<file path="config.mk">
export PLATFORM = sky130hd
export DESIGN_NAME = teatimer_fb
export DESIGN_NICKNAME = d
export VERILOG_FILES = /design/src/rtl/teatimer_pkg.sv /design/src/rtl/teatimer_fb_debounce.sv /design/src/rtl/teatimer_fb.sv
export SDC_FILE = /design/constraint.sdc
export NUM_CORES = 1
export LEC_CHECK = 0
export CORE_ASPECT_RATIO = 1.5
export CORE_MARGIN = 2
export CORE_UTILIZATION = 48
export CTS_BUF_LIST = sky130_fd_sc_hd__clkbuf_4 sky130_fd_sc_hd__clkbuf_8
export DETAILED_ROUTE_END_ITERATION = 6
export PLACE_DENSITY_LB_ADDON = 0.1
export SETUP_SLACK_MARGIN = 0.4
export SLEW_MARGIN = 10
export SYNTH_ARGS = -nofsm -noshare
export SYNTH_HDL_FRONTEND = slang
export SYNTH_HIERARCHICAL = 1
export SYNTH_SLANG_ARGS = --single-unit
</file>
<file path="constraint.sdc">
create_clock -name clk -period 12.59 [get_ports clk]
set_clock_uncertainty 0.05 [all_clocks]
set_input_delay 1.259 -clock clk [delete_from_list [all_inputs] [get_ports clk]]
set_output_delay 1.259 -clock clk [all_outputs]
set_load 0.005 [all_outputs]
</file>
<file path="src/rtl/teatimer_pkg.sv">
// rtl/teatimer_pkg.sv - shared states, channel offsets and colour lookup for teatimer_fb
package teatimer_pkg;

  typedef enum logic [1:0] {
    ST_IDLE    = 2'd0,
    ST_RUNNING = 2'd1,
    ST_DONE    = 2'd2
  } state_e;

  localparam logic [1:0] CH_G = 2'd0;
  localparam logic [1:0] CH_R = 2'd1;
  localparam logic [1:0] CH_B = 2'd2;

  typedef enum logic [1:0] {
    COL_OFF  = 2'd0,
    COL_IDLE = 2'd1,
    COL_RUN  = 2'd2,
    COL_DONE = 2'd3
  } colour_e;

  // Idle is a dim blue, running a full green, done a full red.
  function automatic logic [7:0] colour_byte(colour_e col, logic [1:0] ch, logic [7:0] bright);
    logic [7:0] b;
    b = 8'h00;
    case (col)
      COL_IDLE: if (ch == CH_B) b = bright >> 2;
      COL_RUN:  if (ch == CH_G) b = bright;
      COL_DONE: if (ch == CH_R) b = bright;
      default:  b = 8'h00;
    endcase
    return b;
  endfunction

endpackage

</file>
<file path="src/rtl/teatimer_fb_debounce.sv">
// rtl/teatimer_fb_debounce.sv - button synchroniser and debouncer, one pulse per accepted press
module teatimer_fb_debounce
  import teatimer_pkg::*;
#(
  parameter int DEBOUNCE_CYCLES = 200000
) (
  input  logic clk,
  input  logic rst,
  input  logic btn_n,
  output logic press_o
);

  localparam int CW = $clog2(DEBOUNCE_CYCLES + 1);
  localparam logic [CW-1:0] CNT_LAST = CW'(DEBOUNCE_CYCLES - 1);

  logic [1:0]    sync_q, sync_d;
  logic          level_q, level_d;
  logic [CW-1:0] cnt_q, cnt_d;
  logic          press_q, press_d;

  always_ff @(posedge clk or posedge rst) begin
    if (rst) begin
      sync_q  <= 2'b11;
      level_q <= 1'b1;
      cnt_q   <= '0;
      press_q <= 1'b0;
    end else begin
      sync_q  <= sync_d;
      level_q <= level_d;
      cnt_q   <= cnt_d;
      press_q <= press_d;
    end
  end

  // level_q is the accepted (debounced) level; it flips only after a full stable run.
  always_comb begin
    sync_d  = {sync_q[0], btn_n};
    level_d = level_q;
    cnt_d   = '0;
    press_d = 1'b0;
    if (sync_q[1] != level_q) begin
      if (cnt_q == CNT_LAST) begin
        level_d = sync_q[1];
        press_d = ~sync_q[1];
      end else begin
        cnt_d = cnt_q + CW'(1);
      end
    end
  end

  assign press_o = press_q;

endmodule

</file>
<file path="src/rtl/teatimer_fb.sv">
// rtl/teatimer_fb.sv - tea timer FSM that repaints the LED framebuffer on every visible change
module teatimer_fb
  import teatimer_pkg::*;
#(
  parameter int         CLK_HZ          = 20000000,
  parameter int         BREW_SECS       = 180,
  parameter int         NUM_LEDS        = 60,
  parameter int         DEBOUNCE_CYCLES = 200000,
  parameter logic [7:0] BRIGHT          = 8'h20
) (
  input  logic       clk,
  input  logic       rst,
  input  logic       sw_start_n,
  input  logic       sw_stop_n,
  output logic [8:0] w_addr,
  output logic [7:0] din,
  output logic       write_en,
  output logic [1:0] state_o
);

  localparam int             TW        = $clog2(CLK_HZ + 1);
  localparam logic [TW-1:0]  TICK_LAST = TW'(CLK_HZ - 1);
  localparam logic [9:0]     BREW      = 10'(BREW_SECS);
  localparam logic [8:0]     ADDR_LAST = 9'(3 * NUM_LEDS - 1);

  logic start_p, stop_p;

  teatimer_fb_debounce #(.DEBOUNCE_CYCLES(DEBOUNCE_CYCLES)) u_dbs_start (
    .clk(clk), .rst(rst), .btn_n(sw_start_n), .press_o(start_p)
  );

  teatimer_fb_debounce #(.DEBOUNCE_CYCLES(DEBOUNCE_CYCLES)) u_dbs_stop (
    .clk(clk), .rst(rst), .btn_n(sw_stop_n), .press_o(stop_p)
  );

  state_e        state_q, state_d;
  logic [9:0]    rem_q, rem_d;
  logic [TW-1:0] tick_cnt_q, tick_cnt_d;
  logic          flash_q, flash_d;
  logic          pend_q, pend_d;
  logic          sweep_q, sweep_d;
  logic [8:0]    addr_q, addr_d;
  logic [7:0]    led_q, led_d;
  logic [1:0]    ch_q, ch_d;
  state_e        snap_state_q, snap_state_d;
  logic [9:0]    snap_rem_q, snap_rem_d;
  logic          snap_flash_q, snap_flash_d;

  logic          tick;
  logic          render_req;
  colour_e       col;
  logic [31:0]   lit_lhs, lit_rhs;

  always_ff @(posedge clk or posedge rst) begin
    if (rst) begin
      state_q      <= ST_IDLE;
      rem_q        <= '0;
      tick_cnt_q   <= '0;
      flash_q      <= 1'b0;
      pend_q       <= 1'b1;
      sweep_q      <= 1'b0;
      addr_q       <= '0;
      led_q        <= '0;
      ch_q         <= CH_G;
      snap_state_q <= ST_IDLE;
      snap_rem_q   <= '0;
      snap_flash_q <= 1'b0;
    end else begin
      state_q      <= state_d;
      rem_q        <= rem_d;
      tick_cnt_q   <= tick_cnt_d;
      flash_q      <= flash_d;
      pend_q       <= pend_d;
      sweep_q      <= sweep_d;
      addr_q       <= addr_d;
      led_q        <= led_d;
      ch_q         <= ch_d;
      snap_state_q <= snap_state_d;
      snap_rem_q   <= snap_rem_d;
      snap_flash_q <= snap_flash_d;
    end
  end

  assign tick = (tick_cnt_q == TICK_LAST);

  // Stop wins over everything; start only (re)arms from IDLE or DONE.
  always_comb begin
    state_d    = state_q;
    rem_d      = rem_q;
    flash_d    = flash_q;
    tick_cnt_d = tick ? '0 : tick_cnt_q + TW'(1);
    if (stop_p && state_q != ST_IDLE) begin
      state_d = ST_IDLE;
      flash_d = 1'b0;
    end else begin
      case (state_q)
        ST_IDLE: begin
          if (start_p) begin
            state_d    = ST_RUNNING;
            rem_d      = BREW;
            tick_cnt_d = '0;
          end
        end
        ST_RUNNING: begin
          if (tick) begin
            rem_d = rem_q - 10'd1;
            if (rem_q == 10'd1) begin
              state_d = ST_DONE;
              flash_d = 1'b1;
            end
          end
        end
        ST_DONE: begin
          if (start_p) begin
            state_d    = ST_RUNNING;
            rem_d      = BREW;
            flash_d    = 1'b0;
            tick_cnt_d = '0;
          end else if (tick) begin
            flash_d = ~flash_q;
          end
        end
        default: state_d = ST_IDLE;
      endcase
    end
  end

  assign render_req = (state_d != state_q) || (rem_d != rem_q) || (flash_d != flash_q);

  // A request landing on the sweep-start cycle stays pending: the snapshot holds the old image.
  always_comb begin
    sweep_d      = sweep_q;
    addr_d       = addr_q;
    led_d        = led_q;
    ch_d         = ch_q;
    snap_state_d = snap_state_q;
    snap_rem_d   = snap_rem_q;
    snap_flash_d = snap_flash_q;
    pend_d       = pend_q | render_req;
    if (sweep_q) begin
      if (addr_q == ADDR_LAST) begin
        sweep_d = 1'b0;
        addr_d  = '0;
        led_d   = '0;
        ch_d    = CH_G;
      end else begin
        addr_d = addr_q + 9'd1;
        if (ch_q == CH_B) begin
          ch_d  = CH_G;
          led_d = led_q + 8'd1;
        end else begin
          ch_d = ch_q + 2'd1;
        end
      end
    end else if (pend_q) begin
      sweep_d      = 1'b1;
      pend_d       = render_req;
      snap_state_d = state_q;
      snap_rem_d   = rem_q;
      snap_flash_d = flash_q;
    end
  end

  assign lit_lhs = 32'(led_q) * 32'(BREW_SECS);
  assign lit_rhs = 32'(snap_rem_q) * 32'(NUM_LEDS);

  always_comb begin
    col = COL_OFF;
    case (snap_state_q)
      ST_IDLE:    col = COL_IDLE;
      ST_RUNNING: if (lit_lhs < lit_rhs) col = COL_RUN;
      ST_DONE:    if (snap_flash_q) col = COL_DONE;
      default:    col = COL_OFF;
    endcase
  end

  assign din      = sweep_q ? colour_byte(col, ch_q, BRIGHT) : 8'h00;
  assign write_en = sweep_q;
  assign w_addr   = addr_q;
  assign state_o  = state_q;

endmodule

</file>
# ---- Word level (Yosys, flattened, before mapping)
# Cells that the tools add are included.
# W data, S select, Z words.
dict set report classes {
  order_cmp 1
  n_eq_ne 19
  n_reduce_logical 13
  bitwise 5
  mul 2
  n_mux 45
  addsub 7
}
# op count
set ops {}
lappend ops {{$mux W25} 4}
lappend ops {{$mux W18} 4}
lappend ops {{$add A18 B1 Y18 const B} 2}
lappend ops {{$eq A18 B18 Y1 const B} 2}
lappend ops {{$mux W10} 3}
lappend ops {{$add A25 B1 Y25 const B} 1}
lappend ops {{$eq A25 B25 Y1 const B} 1}
lappend ops {{$mux W8} 3}
lappend ops {{$pmux W8 S3} 1}
lappend ops {{$pmux W10 S2} 1}
lappend ops {{$lt A16 B16 Y1} 1}
lappend ops {{$mux W2} 8}
lappend ops {{$mul A10 B4 Y14 const B} 1}
lappend ops {{$mul A8 B6 Y14 const B} 1}
lappend ops {{$mux W1} 14}
lappend ops {{$mux W6} 2}
lappend ops {{$eq A10 B1 Y1 const B} 1}
lappend ops {{$eq A2 B2 Y1 const B} 5}
lappend ops {{$ne A10 B10 Y1} 1}
lappend ops {{$sub A10 B1 Y10 const B} 1}
lappend ops {{$add A9 B1 Y9 const B} 1}
lappend ops {{$eq A9 B8 Y1 const B} 1}
lappend ops {{$mux W9} 1}
lappend ops {{$add A8 B1 Y8 const B} 1}
lappend ops {{16 further kinds} 31}
dict set report word_totals {
  elab_cells 112
  in_bits 4
  reg_bits 116
  out_inout_bits 20
}

# ---- Depth between registers and ports, before layout
# Gate-level depths: netlist (run 1).
dict set report logic_depth {
  word_depth 11
  mapped_depth 19
}

# ---- Cells and area by module
# Netlist (run 1), hierarchy kept.
# mod cells_per_inst seq_area_each_um2 area_each_um2 instances
set modules_own_cells {}
lappend modules_own_cells {teatimer_fb 669 1803.0 6087.1 1}
lappend modules_own_cells {teatimer_fb_debounce 98 554.3 1042.2 2}

# ---- Worst setup path before layout (run 1)
# No wires, ideal clock.
dict set report synth_path {
  kind {register to output}
  startpoint {reg led_q[5]}
  endpoint {out din[5]}
  t_arrival_ns 4.112
  required_ns 11.281
  setup_slack_ns 7.169
  stages_incl_launch_ff 15
  n_path_buf 0
  path_cell_list {dfrtp_1 ha_1 fa_1 inv_1 fa_1 inv_1 ha_1 o21a_1 o31a_1 or4_1 nand2_1 o311ai_0 ha_1 or4b_2 o21ai_0}
}
dict set report synth_via {
  elab_chain_len 7
  word_cells_on_any_way 9
  classes_between {1 x mul; 1 x order compare; 3 x eq/ne; 4 x mux}
}
# element line
set synth_lines {}
lappend synth_lines {{start: declaration} teatimer_fb.sv:43} ;# logic [7:0] led_q, led_d;
lappend synth_lines {{start signal: assignment} teatimer_fb.sv:76} ;# led_q <= led_d;
lappend synth_lines {{$mul A8 B6 Y14 *} teatimer_fb.sv:164} ;# assign lit_lhs = 32'(led_q) * 32'(BREW_SECS);
lappend synth_lines {{$lt A16 B16 Y1 *} teatimer_fb.sv:171} ;# ST_RUNNING: if (lit_lhs < lit_rhs) col = COL_RUN;
lappend synth_lines {{$mux W2 *} teatimer_fb.sv:171}
lappend synth_lines {{$pmux W2 S3 *} teatimer_fb.sv:169} ;# case (snap_state_q)
lappend synth_lines {{$eq A2 B2 Y1 or $eq A2 B1 Y1 (tied branches)} teatimer_pkg.sv:25} ;# case (col)
lappend synth_lines {{$pmux W8 S3 *} teatimer_pkg.sv:25}
lappend synth_lines {{$mux W8 *} teatimer_fb.sv:177} ;# assign din = sweep_q ? colour_byte(col, ch_q, BRIGHT) : 8'h00;
lappend synth_lines {{end: declaration} teatimer_fb.sv:16} ;# output logic [7:0] din,
# Mark *: on every way between the ends. The rest lies on a longest branch, timed or not.

# ---- Worst setup path in the final report (run 1)
dict set report layout_path {
  startpoint {reg led_q[1]}
  endpoint {out din[5]}
}
# Same word-level chain as after synthesis.

==> out/results.txt, run 1 <==
Initial Util: 0.490
Register-to-Register Path Depth: 8
IO Port Bufs: 17
Worst R2R End: pend_q
Vias in the first global route: 6336
Flop2flop setup slack: 9.35 ns
Critical Path Fanout Max: 6
Synth Cell Area: 0.00817 mm²
Die Y-Extent: 164 µm
Grt met2 use: 0.377
Hold Path Stages: 0
Core footprint: 0.0167 mm²
Syn-to-layout area delta: 9.03%
# H-tree levels: 4
First-pass GRT wire length: 29200 µm
CTS Root Cell: clkbuf_8
Die W: 111 µm
Layout cells sized above 1: 0.0831
Total count of hold-check failures in the final report: 0
Leakage power: 4.11 nW
Hold/Removal Path Class: register to register
Period utilization: 0.534
Worst Setup Start Kind: register
Synth cell types: 72
Post-route ant nets: 0
Crit path required time: 11.28 ns
Layout fillers: 1567
Critical Path Start: led_q[1]
Worst Setup End Kind: output pin
Slew Limit Fails: 0
Largest net degree at the start of global routing: 73
Post-CTS sizing: 0
Post-synth ARST share: 1.00
Worst slew pin tran: 1.05 ns
WL/cell: 15.1 µm
Mean Syn Cell Area: 9.45 µm²
Final setup vio count: 0
Grt met3 use: 0.0266
CTS Buffer Depth: 2
Worst-path clk slew: 0.07 ns
FMAX: 149 MHz
Total die area: 0.0181 mm²
Busiest metal layer after global routing: met2
PwrDens: 88.0 mW/mm²
Post-Syn Instances: 865
Status: completed
Total gr overflow: 0
DR pass1 iterations: 4
Post-synth EDFFs: 0
Diode count: 0
Std-Cell Rows: 58
Hold-fix buffers, CTS: 0
DRC violations left: 0
Setup TNS: 0 ns
Vias after detailed routing: 6064
Worst EP arrival: 5.41 ns
Setup Fix Bufs, Post-CTS: 0
Fin crit period: 6.72 ns
Cell Area, Placed: 0.00845 mm²
IO Pins: 24
Ys Warns: 6
Tot GR Track Use: 0.194
Sequential element share of the synthesized area: 0.356
Post-route cell area: 0.00891 mm²
RR Startpoint: state_o[0]
Synth Register Bits: 116
Hold_sp: u_dbs_stop/sync_q[0]
Worst VDD drop: 0.0000949 V
Rel. slew slack: 0.293
Initial antenna violation count: 0
Drt via density: 5.51
Max-cap violations: 0
Clock net sink count: 116
CTS buffer count: 17
Final WL: 16600 µm
Worst skew pair latency: 0.42 ns
TritonCTS clock tree: built
Nets@finish: 975
DR iter-0 viols: 287
RSZ-0062 raised after global routing: false
Post-detail-place hpwl: 12600 µm
Routability Congestion: 0.866
Critical path class: register to output pin
Prevailing post-synth register cell: dfrtp_1
Met1 usage: 0.208
End of the worst hold path: u_dbs_stop/sync_q[1]
## Yosys cell counts, types with 5 or more instances
master / n / area, µm²
dfrtp_1: 109 / 2730
nor2_1: 106 / 398
inv_1: 82 / 308
ha_1: 67 / 838
nand2_1: 56 / 210
xnor2_1: 42 / 368
xor2_1: 40 / 350
o21ai_0: 33 / 165
a21oi_1: 31 / 155
nand3_1: 31 / 155
fa_1: 26 / 521
nand4_1: 21 / 131
nor3_1: 21 / 105
mux2_2: 13 / 146
nor4_1: 13 / 81.3
clkbuf_1: 12 / 45.0
and4_1: 10 / 87.6
buf_4: 9 / 67.6
mux2i_1: 9 / 90.1
or3_1: 8 / 50.1
dfstp_2: 7 / 184
and3_1: 6 / 37.5
nor2b_1: 6 / 37.5
a211oi_1: 5 / 37.5
a21o_1: 5 / 37.5
buf_6: 5 / 56.3
nor4b_1: 5 / 43.8
o22ai_1: 5 / 31.3
## report_power, final
group	leakage [nW]	switching [mW]	internal [mW]
clock network	0.229	0.150	0.243
registers	1.58	0.00225	0.375
logic	2.30	0.0107	0.00302
total	4.11	0.163	0.621
## worst max-delay path by stage
stage | slack [ns] | end | cells after the start
floorplan | 7.17 | din[5] | 14
global placement | 6.49 | din[5] | 15
detailed placement | 6.33 | din[5] | 16
CTS | 5.83 | din[5] | 16
global route | 5.60 | din[5] | 16
finish | 5.87 | din[5] | 16
## state kept, by name, summed over array words and instances, names as in the netlist, 2 cells and up
register            flops
u_dbs_stop/sync_q       2
led_q                   8
ch_q                    2
rem_q                  10
u_dbs_stop/cnt_q       18
snap_state_q            2
tick_cnt_q             25
u_dbs_start/sync_q      2
u_dbs_start/cnt_q      18
state_o                 2
w_addr                  9
snap_rem_q             10
## per-layer routing
layer	share of wire	routed length [µm]
met1	0.40	6680
met2	0.56	9340
met3	0.020	334
met4	0.016	263
met5	0	0
## cell usage in the layout, fill, tap and decap left out, types with 4 or more instances in the layout
master           instances
clkbuf_8                18
nor4b_1                  5
nand4_1                 21
fa_1                    26
dfstp_2                  7
or3_1                    8
bufinv_16                5
mux2_2                  13
a21oi_1                 31
nand3_1                 31
nor2b_1                  6
nand2b_1                 4
and4_1                  10
inv_1                   81
o22ai_1                  5
nand3b_1                 4
a21o_1                   5
dfrtp_1                109
mux2i_1                  9
conb_1                   6
nor4_1                  13
nor3_1                  21
nor2_1                 106
xnor2_1                 42
o31ai_1                  4
a211oi_1                 5
and2_1                   4
clkdlybuf4s50_1         17
and3_1                   6
ha_1                    67
o21ai_0                 33
nand2_1                 56
xor2_1                  40
## cell type report
class / count / area (µm²) / area share
Sequential cell: 116 / 2910 / 0.327
Inverter: 82 / 308 / 0.0345
Clock inverter: 13 / 206 / 0.0232
Clock buffer: 19 / 255 / 0.0286
Tap cell: 210 / 263 / 0.0295
Multi-Input combinational cell: 643 / 4790 / 0.537
Timing Repair Buffer: 18 / 178 / 0.0199
## cell families after synthesis
family,count (synthesis),share of synthesized area
flops,116,0.356
mux,22,0.0289
simple gates,320,0.206
fa+ha+maj,93,0.166
other cells,1,0.000459
xor+xnor,82,0.0879
buf+inv,111,0.0600
compound gates,120,0.0945
## worst max-delay path: stages, from the launching register on
cell	delay, ns
dfrtp_1	0.45
ha_1	0.37
xor2_1	0.16
ha_1	0.28
inv_1	0.05
fa_1	0.50
inv_1	0.04
ha_1	0.32
nor2b_1	0.16
o31a_1	0.26
or4_1	0.43
nand2_1	0.13
o311ai_0	0.23
ha_1	0.28
or4b_2	0.62
o21ai_0	0.19
clkdlybuf4s50_1	0.53
## stage by stage
stage | setup WS [ns] | cells | hold slack [ns] | util | power (mW)
global placement | 6.49 | 1069 | 0.297 | 0.506 | 0.399
detailed placement | 6.33 | 1069 | 0.301 | 0.506 | 0.399
finish | 5.87 | 1101 | 0.312 | 0.534 | 0.784
floorplan | 7.17 | 870 | 0.295 | - | 0.397
global route | 5.60 | 1101 | 0.314 | 0.534 | 0.817
CTS | 5.83 | 1101 | 0.311 | 0.534 | 0.798
Power figures use the tool's default switching activity.
==> run 2, diff against run 1 <==
==> constraint.sdc (replaced) <==
create_clock -name clk -period 6.3 [get_ports clk]
set_clock_uncertainty 0.05 [all_clocks]
set_input_delay 0.63 -clock clk [delete_from_list [all_inputs] [get_ports clk]]
set_output_delay 0.63 -clock clk [all_outputs]
set_load 0.005 [all_outputs]
==> out/results.txt, run 2 (synthesis results as in run 1) <==
Vias in the first global route: 6262 (-1.2%)
Hold_sp: u_dbs_stop/sync_q[0]
Most frequent cells in the layout: nor2_1, dfrtp_1, inv_1
Min Hold Slack: 0.312 ns (-0.000220 ns)
Diode count: 0 (unchanged)
Worst Setup Start Kind: register
CTS buffer count: 17 (unchanged)
Final setup vio count: 0 (unchanged)
DRC violations left: 0 (unchanged)
Hold/Removal Path Class: register to register
Die W: 111 µm (unchanged)
Multi-input gate area: 0.00498 mm² (+4.1%)
Drt via density: 5.51 (about the same)
DR iter-0 viols: 355 (+24%)
Crit path required time: 5.62 ns (-5.66 ns)
Clock net sink count: 116 (unchanged)
Worst skew pair latency: 0.43 ns (about the same)
Std-Cell Rows: 58 (unchanged)
Commonest non-fill, non-tap cell in the layout: nor2_1
Worst path cell trace: ha_4 > fa_1 > inv_1 > fa_1 > inv_1 > ha_4 > o21a_1 > o31a_1 > or4_4 > nand2_2 > o311ai_2 > ha_2 > or4b_2 > o21ai_1 > clkdlybuf4s50_1
DR pass1 iterations: 7 (+3)
Critical path class: register to output pin
Layout fillers: 1552 (-0.96%)
Vias after detailed routing: 6086 (+0.36%)
Die Y-Extent: 164 µm (unchanged)
Final WL: 16800 µm (+1.3%)
WL/cell: 15.2 µm (+1.1%)
Worst Setup End Kind: output pin
Total count of hold-check failures in the final report: 0 (unchanged)
Leakage power: 4.07 nW (-1.0%)
Routability Congestion: 0.866 (unchanged)
RSZ-0062 raised after global routing: false
IO Pins: 24 (unchanged)
Post-detail-place hpwl: 12600 µm (-0.24%)
Seq. cell area: 0.00292 mm² (+0.22%)
Top reg by flops: tick_cnt_q
FMAX: 174 MHz
IO Port Bufs: 17 (unchanged)
Top flop regs: tick_cnt_q x25, u_dbs_start/cnt_q x18, u_dbs_stop/cnt_q x18
Worst slew pin tran: 1.06 ns (+0.0119 ns)
TritonCTS clock tree: built
Critical Path Fanout Max: 5 (-1)
Total die area: 0.0181 mm² (unchanged)
Tot GR Track Use: 0.194 (+0.000315)
Slew Limit Fails: 0 (unchanged)
Largest net degree at the start of global routing: 73 (unchanged)
Worst VDD drop: 0.000141 V (+48%)
Status: completed
PwrDens: 162 mW/mm² (+84%)
Critical Path Start: led_q[5]
Crit-path max cell delay: 0.62 ns (about the same)
Hold-fix buffers, CTS: 0 (unchanged)
Max FFs per register: 25 (unchanged)
Core footprint: 0.0167 mm² (unchanged)
Syn-to-layout area delta: 11.1%
Worst EP arrival: 5.06 ns (-0.35 ns)
CTS Root Cell: clkbuf_8
CP max-delay cell: or4b_2
Max-cap violations: 0 (unchanged)
Setup TNS: 0 ns (unchanged)
# H-tree levels: 4 (unchanged)
First-pass GRT wire length: 29100 µm (-0.16%)
Rel. slew slack: 0.285 (-0.00799)
Post-route ant nets: 0 (unchanged)
RR Startpoint: state_o[0]
Initial Util: 0.490 (unchanged)
Total gr overflow: 0 (unchanged)
Layout cells sized above 1: 0.122 (+0.0389)
Fin crit period: 5.74 ns
CTS Buffer Depth: 2 (unchanged)
Initial antenna violation count: 0 (unchanged)
Worst-path clk slew: 0.07 ns (about the same)
Nets@finish: 978 (+0.31%)
Period utilization: 0.911
[run 2: layout make-up]
cell class              instances  area share
inverters                      82      0.0339
multi-input cells             643       0.549
flip-flops and latches        116       0.321
well taps                     210      0.0289
clock buffers                  21      0.0311
repair buffers                 21      0.0220
clock inverters                11      0.0139
[run 2: worst max-delay path, delay by kind of cell (launching register included)]
family / cells / cell delay (ns)
fa+ha+maj: 5 / 1.77
flops: 1 / 0.47
buf+inv: 3 / 0.62
compound gates: 4 / 0.61
simple gates: 3 / 1.17
[run 2: layer usage]
metal  vias up  GRT usage  wire (µm)
li1       3009          -          -
met1      2964      0.211       6690
met2        79      0.373       9380
met3        34     0.0328        330
met4         0     0.0778        431
met5         -          0          0
[run 2: what timing repair did]
action	CTS	global route
setup buffers	0	3
pin swaps	0	3
setup endpoints to repair	1	1
resized for setup	17	19
[run 2: final timing paths]
kind,end,slack [ns],cells after the start
setup / recovery,din[5],0.56,15
hold / removal,u_dbs_stop/sync_q[1],0.31,0
setup reg to reg,pend_q,3.07,8
hold reg to reg,u_dbs_stop/sync_q[1],0.31,0
max in group asynchronous,led_q[3],4.78,3
min in group asynchronous,u_dbs_stop/cnt_q[9],0.68,2
[run 2: where the power goes]
part	switching [mW]	leakage [nW]	internal, mW
sequential	0.00442	1.57	0.750
clock	0.303	0.198	0.388
combinational	0.0214	2.30	0.00601
total	0.329	4.07	1.14
[run 2: stage by stage]
step	area (µm²)	power [mW]	util	std cells	worst slack (ns)
5_1_grt	9080	1.54	0.544	1104	0.328
2_1_floorplan	8190	0.793	-	870	1.51
3_5_place_dp	8450	0.798	0.506	1069	0.660
6_report	9080	1.47	0.544	1104	0.561
4_1_cts	8950	1.50	0.536	1101	0.412
3_3_place_gp	8450	0.796	0.506	1069	0.831
==> patch 1 (config.mk and constraints of run 2) <==
`DEBOUNCE_CYCLES` is set to 200000 in 2 places; all go to 50000.
--- a/src/rtl/teatimer_fb_debounce.sv
+++ b/src/rtl/teatimer_fb_debounce.sv
@@ -2,7 +2,7 @@
 module teatimer_fb_debounce
   import teatimer_pkg::*;
 #(
-  parameter int DEBOUNCE_CYCLES = 200000
+  parameter int DEBOUNCE_CYCLES = 50000
 ) (
   input  logic clk,
   input  logic rst,
--- a/src/rtl/teatimer_fb.sv
+++ b/src/rtl/teatimer_fb.sv
@@ -5,7 +5,7 @@
   parameter int         CLK_HZ          = 20000000,
   parameter int         BREW_SECS       = 180,
   parameter int         NUM_LEDS        = 60,
-  parameter int         DEBOUNCE_CYCLES = 200000,
+  parameter int         DEBOUNCE_CYCLES = 50000,
   parameter logic [7:0] BRIGHT          = 8'h20
 ) (
   input  logic       clk,
Function: no difference found for any inputs over 10 cycles, from zero or initial values and one cycle with rst high; that may be too few to reach the edited logic, so the function may still have changed.
==> patch 1 against run 2 <==
  * Synthesized area is 3.4% lower
  * Worst hold slack better by 1.7 ps
  * Power is 21% lower
  * Largest power group unchanged
  * Wire length is 4.8% lower
  * Sequential share of layout area is 0.84 points higher
  * Sequential cell count is 4 lower
  * Die area is 3.3% lower
  * Cell area is 5.9% lower
  * Setup slack better by 330 ps
  * Non-clock buffer count is 2 higher
  * Critical endpoint unchanged
==> patch 1: results (changes against run 2) <==
DR WL/cell: 15.1 um (was 15.2 um)
clk slew on worst S/H paths: 110 ps (was 70 ps)
htree depth: 3 (was 4)
RR Startpoint: state_o[1]$_DFF_PP0_ (was state_o[0]$_DFF_PP0_)
half-perimeter wire length after placement: 12300 um (was 12600 um)
distinct cell type count after synthesis: 66 (was 72)
synth top area cells: dfrtp_1 33%, ha_1 11%, fa_1 6.6%, xnor2_1 5.1%, nor2_1 4.8% (was dfrtp_1 33%, ha_1 10%, fa_1 6.4%, nor2_1 4.9%, xnor2_1 4.5%)
maximum fanout along the worst path: 4 (was 5)
largest net degree at the start of global routing: 73 (unchanged)
top cells by count, synth: 105 x dfrtp_1, 101 x nor2_1, 83 x inv_1 (was 109 x dfrtp_1, 106 x nor2_1, 82 x inv_1)
run status: finished, final reports clean (unchanged)
PortBufs: 17 (unchanged)
Critical Path AT: 4730 ps (was 5060 ps)
GRT Total Usage: 19.4% (about the same)
registers with the most flip-flops: tick_cnt_q: 25 flops, u_dbs_start/cnt_q: 16 flops, u_dbs_stop/cnt_q: 16 flops (was tick_cnt_q: 25 flops, u_dbs_start/cnt_q: 18 flops, u_dbs_stop/cnt_q: 18 flops)
cts bufs inserted: 9 (was 17)
share of the yosys chip area belonging to registers: 35.6% (about the same)
GPL Wtd Cong: 0.871 (was 0.866)
leakage power: 3.97 nW (was 4.07 nW)
Peak VDD IR: 0.000134 V (was 0.000141 V)
Final Net Count: 948 (was 978)
highest-delay cell along the critical path: fa_1 (was or4b_2)
CP peak stage delay: 540 ps (was 620 ps)
vias in the first global route: 6098 (was 6262)
worst skew pair latency: 380 ps (was 430 ps)
Worst setup startpoint: led_q[5]$_DFFE_PP0P_ (unchanged)
share of cells above drive strength 1: 9.58% (was 12.2%)
first-pass GRT wire length: 27800 um (was 29100 um)
Via-to-Cell Ratio: 5.58 (was 5.51)
Iter 0 DRT Violations: 311 (was 355)
Worst Tran Pin Value: 915 ps (was 1060 ps)
-- patch 1: cell count changes after synthesis, sizes merged, moves of 5 or more --
| cell | run 2 | this run |
|---|---|---|
| o21ai | 35 | 28 |
| and3 | 6 | 15 |
| mux2i | 9 | 4 |
| nand4 | 23 | 14 |
| nand2 | 57 | 52 |
| a21oi | 33 | 38 |
| nand2b | 4 | 9 |
| xor2 | 40 | 28 |
| clkbuf | 12 | 6 |
-- patch 1: worst paths after layout --
kind | endpoint | slack (ps) | cells after the start
worst max-delay path | din[5] | 890 | 15
max in group asynchronous | snap_rem_q[2]$_DFFE_PP0P_ | 4680 | 3
worst min register to register | u_dbs_stop/sync_q[1]$_DFF_PP1_ | 310 | 0
min in group asynchronous | u_dbs_stop/cnt_q[0]$_DFF_PP0_ | 730 | 2
worst min-delay path | u_dbs_stop/sync_q[1]$_DFF_PP1_ | 310 | 0
worst max register to register | pend_q$_DFF_PP1_ | 3500 | 8
-- patch 1: where the power goes --
group	total [mW]	internal (mW)	switching (mW)
clock	0.409	0.152	0.257
sequential	0.728	0.724	0.00434
combinational	0.0259	0.00548	0.0204
total	1.16	0.881	0.281
-- patch 1: layout make-up --
cell class                      count  area [um^2]
Multi-Input combinational cell    622         4750
Sequential cell                   112         2820
Clock inverter                      7         66.3
Fill cell                        1567         7570
Timing Repair Buffer               23          218
Clock buffer                        9          124
Inverter                           83          312
Tap cell                          206          258
-- patch 1: repair_timing --
| item | 4_1_cts | 5_1_grt |
|---|---|---|
| gates resized for setup | 0 | 21 |
| setup buffers | 0 | 4 |
| endpoints found under the setup margin | 0 | 1 |
-- patch 1: logic make-up (layout without fill, tap and decap cells) --
family,count (synthesis),count (layout),synth area share (%)
and+or+nand+nor,308,308,20.8
AOI/OAI and AO/OA,120,120,9.84
DFF,112,112,35.6
buffers and inverters,103,122,5.31
adders and majority gates,93,93,17.2
xor gates and xnor gates,74,74,8.21
muxes,21,21,2.93
other,1,6,0.0475
-- patch 1: routing by layer --
metal / vias up / global-route usage, % / part of all wire, %
li1: 2888 / - / -
met5: - / 0 / 0
met2: 87 / 36.0 / 55
met4: 0 / 7.52 / 1.9
met1: 2926 / 22.2 / 41
met3: 22 / 2.30 / 2.0
-- patch 1: metrics by stage --
stage | setup slack [ps] | std cells | power [mW] | instance area, um^2 | hold slack (ps)
after floorplan | 1640 | 837 | 0.763 | 7910 | 295
after global placement | 958 | 1042 | 0.768 | 8250 | 296
after detailed placement | 879 | 1042 | 0.770 | 8250 | 298
after CTS | 433 | 1058 | 1.19 | 8440 | 316
after global routing | 712 | 1062 | 1.22 | 8550 | 325
final | 893 | 1062 | 1.16 | 8550 | 314
==> patch 2 (settings of run 2) <==
Without the edit above. Take the reset off `addr_q` and load it in a clocked block of its own.
--- a/src/rtl/teatimer_fb.sv
+++ b/src/rtl/teatimer_fb.sv
@@ -59,7 +59,6 @@
       flash_q      <= 1'b0;
       pend_q       <= 1'b1;
       sweep_q      <= 1'b0;
-      addr_q       <= '0;
       led_q        <= '0;
       ch_q         <= CH_G;
       snap_state_q <= ST_IDLE;
@@ -72,13 +71,16 @@
       flash_q      <= flash_d;
       pend_q       <= pend_d;
       sweep_q      <= sweep_d;
-      addr_q       <= addr_d;
       led_q        <= led_d;
       ch_q         <= ch_d;
       snap_state_q <= snap_state_d;
       snap_rem_q   <= snap_rem_d;
       snap_flash_q <= snap_flash_d;
     end
+  end
+
+  always_ff @(posedge clk) begin
+    addr_q <= addr_d;
   end
 
   assign tick = (tick_cnt_q == TICK_LAST);
Check against the original RTL: differs if rst is asserted again (counterexample within 4 cycles, from zero or initial values and one cycle with rst high); with rst held inactive, the same outputs for 10 cycles.
==> patch 2 against run 2 <==
  * Wire length is 1.5% higher
  * Clock power grew 4.9%
  * Largest power group unchanged
  * Worst hold slack got worse by 4.3 ps
  * Sequential cell count did not move
  * Maximum frequency increased by 4.7%
  * Combinational power down 3%
  * Power increased by 2.7%
  * Synthesized area is 0.86% lower
  * Setup slack better by 260 ps
  * Die area is 0.83% lower
  * Critical path type unchanged
  * Cell count fell by 0.82%
  * Largest cell class unchanged
  * Register-to-register slack improved by 40 ps
  * Cell area down 2.2%
  * Core utilization shrank 0.94 points
==> patch 2: results (changes against run 2) <==
Iter 0 DRT Violations: 340 (was 355)
half-perimeter wire length after placement: 12900 um (was 12600 um)
Worst setup startpoint: led_q[1]$_DFFE_PP0P_ (was led_q[5]$_DFFE_PP0P_)
run status: finished, final reports clean (unchanged)
Via-to-Cell Ratio: 5.60 (was 5.51)
largest net degree at the start of global routing: 64 (was 73)
Final period util: 87.0% (was 91.1%)
GRT Total Usage: 20.6% (was 19.4%)
leakage power: 4.01 nW (was 4.07 nW)
met2 wire len: 9620 um (was 9380 um)
vias in the first global route: 6319 (was 6262)
WHS Endpoint: u_dbs_start/sync_q[1]$_DFF_PP1_ (was u_dbs_stop/sync_q[1]$_DFF_PP1_)
Place WS: 910 ps (was 660 ps)
wl on met1: 6730 um (was 6690 um)
Async S/R FF share, synth: 92.2% (was 100%)
share of cells above drive strength 1: 8.25% (was 12.2%)
Hold Crit Start: u_dbs_start/sync_q[0]$_DFF_PP1_ (was u_dbs_stop/sync_q[0]$_DFF_PP1_)
Sw Share: 22.1% (was 22.3%)
synth top area cells: dfrtp_1 31%, ha_1 10%, fa_1 6.4%, nor2_1 4.6%, xnor2_1 4.5% (was dfrtp_1 33%, ha_1 10%, fa_1 6.4%, nor2_1 4.9%, xnor2_1 4.5%)
clk slew on worst S/H paths: 70 ps (about the same)
met2 Use GR: 39.1% (was 37.3%)
met1 Use GR: 22.3% (was 21.1%)
highest-delay cell along the critical path: fa_1 (was or4b_2)
M3 GR Usage: 3.75% (was 3.28%)
hold_ws: 308 ps (was 312 ps)
post-cts resize count: 0 (was 17)
DR WL/cell: 15.6 um (was 15.2 um)
Comb. pwr: 0.0267 mW (was 0.0274 mW)
Post-synth EDFFs: 9 (was 0)
CP peak stage delay: 490 ps (was 620 ps)
Power Sequential: 0.761 mW (was 0.755 mW)
drt first pass iters: 5 (was 7)
Avg Cell Area, Syn: 9.50 um^2 (was 9.45 um^2)
met3 wire length: 400 um (was 330 um)
Peak VDD IR: 0.000214 V (was 0.000141 V)
distinct cell type count after synthesis: 69 (was 72)
final WL: 17100 um (was 16800 um)
top sig layer: met4 (unchanged)
worst skew pair latency: 430 ps (about the same)
Critical Path AT: 4800 ps (was 5060 ps)
maximum fanout along the worst path: 6 (was 5)
first-pass GRT wire length: 29200 um (was 29100 um)
share of the yosys chip area belonging to registers: 36.5% (was 35.6%)
Final Net Count: 969 (was 978)
top cells by count, synth: 100 x dfrtp_1, 99 x nor2_1, 87 x inv_1 (was 109 x dfrtp_1, 106 x nor2_1, 82 x inv_1)
==> patch 2: per-stage QoR <==
step                instance area [um^2]  power (mW)  util [%]
global route                        8880        1.57      53.5
floorplan                           8120       0.799         -
detailed placement                  8430       0.804      50.8
global placement                    8430       0.802      50.8
finish                              8880        1.51      53.5
CTS                                 8860        1.54      53.3
==> patch 2: layout make-up <==
class	instances	area (um^2)
multi-input cells	630	4710
flip-flops and latches	116	2960
fillers	1555	7730
repair buffers	20	195
well taps	210	263
clock buffers	20	269
clock inverters	12	155
inverters	87	327
==> patch 2: cell families (layout without fill, tap and decap cells) <==
family | Yosys count | in the layout | synth area share (%)
flip-flops | 116 | 116 | 36.5
other | 1 | 6 | 0.0463
AND/OR/NAND/NOR | 306 | 306 | 19.6
adder cells (fa/ha/maj) | 93 | 93 | 16.8
buffers and inverters | 112 | 139 | 5.78
XOR/XNOR | 80 | 80 | 8.65
AO/OA/AOI/OAI | 132 | 132 | 10.9
multiplexers | 13 | 13 | 1.76
